`src/rtl/matmul_result_streamer.sv`:
```
// matmul_result_streamer: captures a packed ROW_LEN x COL_LEN result matrix on
// load and drains it row-major, one element per valid/ready handshake.
// Optional build macro: MATMUL_STREAM_OVERRUN_EN (sticky flag for loads
// dropped while busy; when undefined, overrun is tied low).
module matmul_result_streamer #(
  parameter int unsigned ACC_WIDTH = 16,
  parameter int unsigned ROW_LEN   = 3,
  parameter int unsigned COL_LEN   = 3,
  parameter int unsigned NUM_ELEMS = ROW_LEN * COL_LEN,
  parameter int unsigned IDX_W     = 4
) (
  input  logic                           clk,
  input  logic                           reset,
  input  logic                           load,
  input  logic [NUM_ELEMS*ACC_WIDTH-1:0] result_in,
  output logic                           busy,
  output logic                           out_valid,
  input  logic                           out_ready,
  output logic [ACC_WIDTH-1:0]           out_data,
  output logic [IDX_W-1:0]               out_row,
  output logic [IDX_W-1:0]               out_col,
  output logic                           out_last,
  output logic                           done,
  output logic                           overrun
);

  localparam logic [0:0] S_IDLE   = 1'b0;
  localparam logic [0:0] S_STREAM = 1'b1;

  localparam logic [IDX_W-1:0] LAST_ROW = IDX_W'(ROW_LEN - 1);
  localparam logic [IDX_W-1:0] LAST_COL = IDX_W'(COL_LEN - 1);

  logic [0:0]                     state_q, state_d;
  logic [NUM_ELEMS*ACC_WIDTH-1:0] cap_q, cap_d;
  logic [IDX_W-1:0]               idx_q, idx_d;
  logic [IDX_W-1:0]               row_q, row_d;
  logic [IDX_W-1:0]               col_q, col_d;
  logic                           done_q, done_d;
  logic                           handshake;
  logic                           at_last;
  logic [ACC_WIDTH-1:0]           elem_sel;

  assign busy      = (state_q == S_STREAM);
  assign out_valid = busy;
  assign handshake = out_valid & out_ready;
  assign at_last   = (row_q == LAST_ROW) && (col_q == LAST_COL);
  assign out_last  = out_valid & at_last;
  assign out_row   = row_q;
  assign out_col   = col_q;
  assign done      = done_q;
  assign out_data  = out_valid ? elem_sel : '0;

  // Select the current element from the capture register; element 0 sits in the MSBs.
  always_comb begin
    elem_sel = '0;
    for (int unsigned e = 0; e < NUM_ELEMS; e++) begin
      if (idx_q == IDX_W'(e)) begin
        elem_sel = cap_q[(NUM_ELEMS - e) * ACC_WIDTH - 1 -: ACC_WIDTH];
      end
    end
  end

  // Next-state logic: capture on load in IDLE, advance on each handshake in STREAM.
  always_comb begin
    state_d = state_q;
    cap_d   = cap_q;
    idx_d   = idx_q;
    row_d   = row_q;
    col_d   = col_q;
    done_d  = 1'b0;
    case (state_q)
      S_IDLE: begin
        if (load) begin
          cap_d   = result_in;
          idx_d   = '0;
          row_d   = '0;
          col_d   = '0;
          state_d = S_STREAM;
        end
      end
      S_STREAM: begin
        if (handshake) begin
          if (at_last) begin
            // Indices return to zero so the idle outputs read as all-zero.
            idx_d   = '0;
            row_d   = '0;
            col_d   = '0;
            done_d  = 1'b1;
            state_d = S_IDLE;
          end else begin
            idx_d = idx_q + 1'b1;
            if (col_q == LAST_COL) begin
              col_d = '0;
              row_d = row_q + 1'b1;
            end else begin
              col_d = col_q + 1'b1;
            end
          end
        end
      end
      default: state_d = S_IDLE;
    endcase
  end

  // State, capture and index registers with synchronous active-low reset.
  always_ff @(posedge clk) begin
    if (!reset) begin
      state_q <= S_IDLE;
      cap_q   <= '0;
      idx_q   <= '0;
      row_q   <= '0;
      col_q   <= '0;
      done_q  <= 1'b0;
    end else begin
      state_q <= state_d;
      cap_q   <= cap_d;
      idx_q   <= idx_d;
      row_q   <= row_d;
      col_q   <= col_d;
      done_q  <= done_d;
    end
  end

`ifdef MATMUL_STREAM_OVERRUN_EN
  logic overrun_q, overrun_d;

  // Sticky flag for a load that arrives while a matrix is still draining.
  always_comb begin
    overrun_d = overrun_q | (load & busy);
  end

  // Overrun flag register, cleared only by reset.
  always_ff @(posedge clk) begin
    if (!reset) begin
      overrun_q <= 1'b0;
    end else begin
      overrun_q <= overrun_d;
    end
  end

  assign overrun = overrun_q;
`else
  assign overrun = 1'b0;
`endif

endmodule

```
`config.mk`:
```
export PLATFORM = sky130hd
export DESIGN_NAME = matmul_result_streamer
export DESIGN_NICKNAME = d
export VERILOG_FILES = /design/src/rtl/matmul_result_streamer.sv
export SDC_FILE = /design/constraint.sdc
export NUM_CORES = 1
export LEC_CHECK = 0
export ABC_AREA = 1
export CORE_MARGIN = 2
export CORE_UTILIZATION = 45
export DETAILED_ROUTE_END_ITERATION = 7
export GPL_TIMING_DRIVEN = 0
export PLACE_DENSITY = 0.74
export SLEW_MARGIN = 10
export SYNTH_ARGS = -nofsm -noshare
export SYNTH_HDL_FRONTEND = slang
export SYNTH_SLANG_ARGS = --single-unit
```
`constraint.sdc`:
```
create_clock -name clk -period 3.05 [get_ports clk]
set_input_delay 0.61 -clock clk [delete_from_list [all_inputs] [get_ports clk]]
set_output_delay 0.61 -clock clk [all_outputs]
set_load 0.03 [all_outputs]
```
==> results.yml <==
worst_setup_path:
  startpoint_type: "flop"
  crit_chain: "inv_2 > ha_1 > buf_4 > inv_2 > buf_6 > nand4_1 > nand3_1 > nand2_1 > nand3_1 > nand2_1 > nand2_1 > a21oi_1 > nor2_1 > buf_2"
  crit_fanout: 10
  critPathBufInv: 5
  endpoint_kind: "output pin"
  crit_family: "simple AND/OR/NAND/NOR gates"
  crit_path_frequent_cell: "nand2_1"
  cpPeakStageDelay_ns: 0.37
  critical_path_required_ns: 2.44
  cp_data_arrival_time_ns: 2.41
  critPathSlowestCell: "dfxtp_4"
  crit_type: "reg2out"
cts:
  clockBufferDepth: 2
  numClockSinks: 158
  cts_hold_buffers: 0
  htreeDepth: 4
  clk_latency_ns: 0.43
  root_buffer: "clkbuf_16"
  clk_pin_slew_worst_paths_ns: 0.06
  cts_tree: "yes"
  numCtsBuffers: 17
grt:
  grt_max_degree: 17
  grt_first_pass_wirelength_um: 36000
  grt-ovfl-total: 0
  antenna_found_initial: 0
  track_usage: 0.2648
  grt_pass1_vias: 7022
detailed_routing:
  drt-met1-wl_um: 10770
  antenna_left: 0
  vias: 7602
  route.detailed.drc: 0
  dr_wl_met3_um: 1638
  vias_per_cell: 5.041
  drt_pre_antenna_iters: 6
  wire_per_inst_um: 15.48
  routed_wl_um: 23350
  wl_met2_um: 10460
  route.top_layer_used: "met4"
  drtIter0Drc: 546
timing:
  period_needed_ns: 3.025
  fin_ws_ns: 0.02533
  fin_setup_tns_ns: 0
  maxSlewHeadroom: 0.4361
  finalSetupViolCount: 0
  tightest_slew_ns: 0.8459
  post-route-period-util: 0.9917
  final_hold_viol_count: 0
  finClkSkew_ns: 0.006969
  max_freq_ghz: 0.3306
  final_max_slew_viol_count: 0
synthesis:
  yosys_warnings: 0
  syn-num-nets: 1237
  syn_avg_cell_area_um2: 6.790
  async_reset_ff_frac: 0
  netlist_top_cells_area: "dfxtp_1 43%, nor2_1 16%, o21ai_0 12%, nand2_1 6.4%, nand3_1 3.9%"
  netlist_area_mm2: 0.007340
  synth.yosys.seq_area_share: 0.4310
  netlist_instances: 1081
  synth_top_area_cell: "dfxtp_1"
  synthFlopType: "dfxtp_1"
  synth.distinct_cells: 34
  ys_seq_elements: 158
  synth_top_area_frac: 0.4310
  synth-edff-count: 0
place:
  portBuffers: 174
  place_ws_ns: -0.2682
  place_congestion: 0.9027
  post-dp-hpwl_um: 17540
final_layout:
  syn2layout_area_growth_pct: 37.11
  nNetsFinal: 1436
  n_antenna_cell: 0
  drive_gt1_frac: 0.1107
floorplan:
  fp-row-count: 46
  core_area_mm2: 0.01589
  initial_core_util: 0.4620
  die_w_um: 131.7
  die_h_um: 131.7
  ios: 177
  die-area_mm2: 0.01735
pwr:
  p_total_uw: 5504
  peakVddDrop_v: 0.0004226
  leakagePower_uw: 0.004231
  power_density_mw_per_mm2: 546.9
min_path:
  hold_path.class: "reg2reg"
run_status:
  status: "finished, final reports clean"
flow_run:
  max_cap_violations: 0
## synth_stat cells, types with 3 or more instances
cell / n
nor2_1: 313
buf_2: 20
buf_6: 3
inv_2: 6
a21oi_1: 42
nand2_1: 125
buf_1: 3
o21ai_2: 14
o21ai_0: 173
xor2_1: 3
clkbuf_1: 42
nor3_1: 3
inv_1: 62
nand3_1: 57
o21ai_1: 9
dfxtp_1: 158
nand4_1: 16
buf_4: 9
ha_1: 8
## stage by stage
step / instance area (µm²) / cells / util / hold WS [ns]
floorplan: 7340 / 1081 / - / 0.4245
global placement: 9351 / 1471 / 0.5887 / 0.4377
detailed placement: 9351 / 1471 / 0.5887 / 0.4438
CTS: 9956 / 1505 / 0.6267 / 0.4525
global route: 10060 / 1508 / 0.6335 / 0.4761
finish: 10060 / 1508 / 0.6335 / 0.4482
## layer usage
metal  vias up  global-route usage
li1       3866                   -
met1      3428              0.3622
met2       274              0.4186
met3        34             0.06289
met4         0             0.07428
met5         -                   0
## state kept, by name, indices dropped and copies added (netlist names)
| signal | cells |
|---|---|
| done | 1 |
| idx_q | 4 |
| busy | 1 |
| cap_q | 144 |
| out_col | 4 |
| out_row | 4 |
## logic make-up (layout without fill, tap and decap cells)
group,Yosys count,count (layout),share of synthesized area
adder cells (fa/ha/maj),8,8,0.01364
AND/OR/NAND/NOR,524,524,0.2930
AO/OA/AOI/OAI,239,239,0.1703
XOR/XNOR,4,4,0.004774
flip-flops,158,158,0.4310
other,1,1,0.0005109
buffers and inverters,147,358,0.08677
## final timing paths
| kind | startpoint | endpoint | slack (ns) | cells after the start |
|---|---|---|---|---|
| setup reg to reg | busy | cap_q[47] | 1.04 | 7 |
| setup / recovery | idx_q[1] | out_data[6] | 0.03 | 14 |
| hold / removal | cap_q[57] | cap_q[57] | 0.45 | 2 |
| hold reg to reg | cap_q[57] | cap_q[57] | 0.45 | 2 |
## worst reg2reg max path: cells and delay by family, from the launching register on
kind,cells,cell delay [ns]
AND/OR/NAND/NOR,2,0.38
buffers and inverters,4,1.04
flip-flops,1,0.35
AO/OA/AOI/OAI,1,0.17
## where the power goes
group | internal, µW | total [µW] | switching [µW]
Combinational | 420 | 955 | 535
Clock | 1360 | 2230 | 866
Sequential | 2220 | 2320 | 98.7
Total | 4000 | 5500 | 1500
## placed cells by master, fill, tap and decap left out, types with 2 or more instances in the layout
cell type,n
nor2_1,313
o21ai_0,173
clkdlybuf4s50_1,158
dfxtp_1,156
nand2_1,120
inv_1,58
nand3_1,53
clkbuf_1,37
a21oi_1,35
buf_4,23
buf_2,23
clkbuf_16,17
nand4_1,16
o21ai_2,14
inv_2,10
o21ai_1,9
buf_6,7
a21oi_2,7
ha_1,7
clkbuf_2,6
nand2_2,6
nand3_2,4
bufinv_16,4
clkinv_4,4
clkinvlp_4,4
nor3_1,3
xor2_1,3
clkbuf_4,2
buf_1,2
clkinv_2,2
dfxtp_4,2
## area by class of cell
cell class              instances  area, µm²
repair buffers                180       1735
clock buffers                  17      425.4
flip-flops and latches        158       3171
plain buffers                  78      404.1
well taps                     216      270.3
inverters                      69      261.5
multi-input cells             776       3601
fillers                      1469       5822
clock inverters                14      195.2
## timing repair
item	CTS	global route
endpoints found under the hold margin	0	0
pin swaps	1	5
resized for setup	91	47
buffers inserted	3	2
setup endpoints to repair	16	16
gates cloned	0	1
Power figures use the tool's default switching activity.
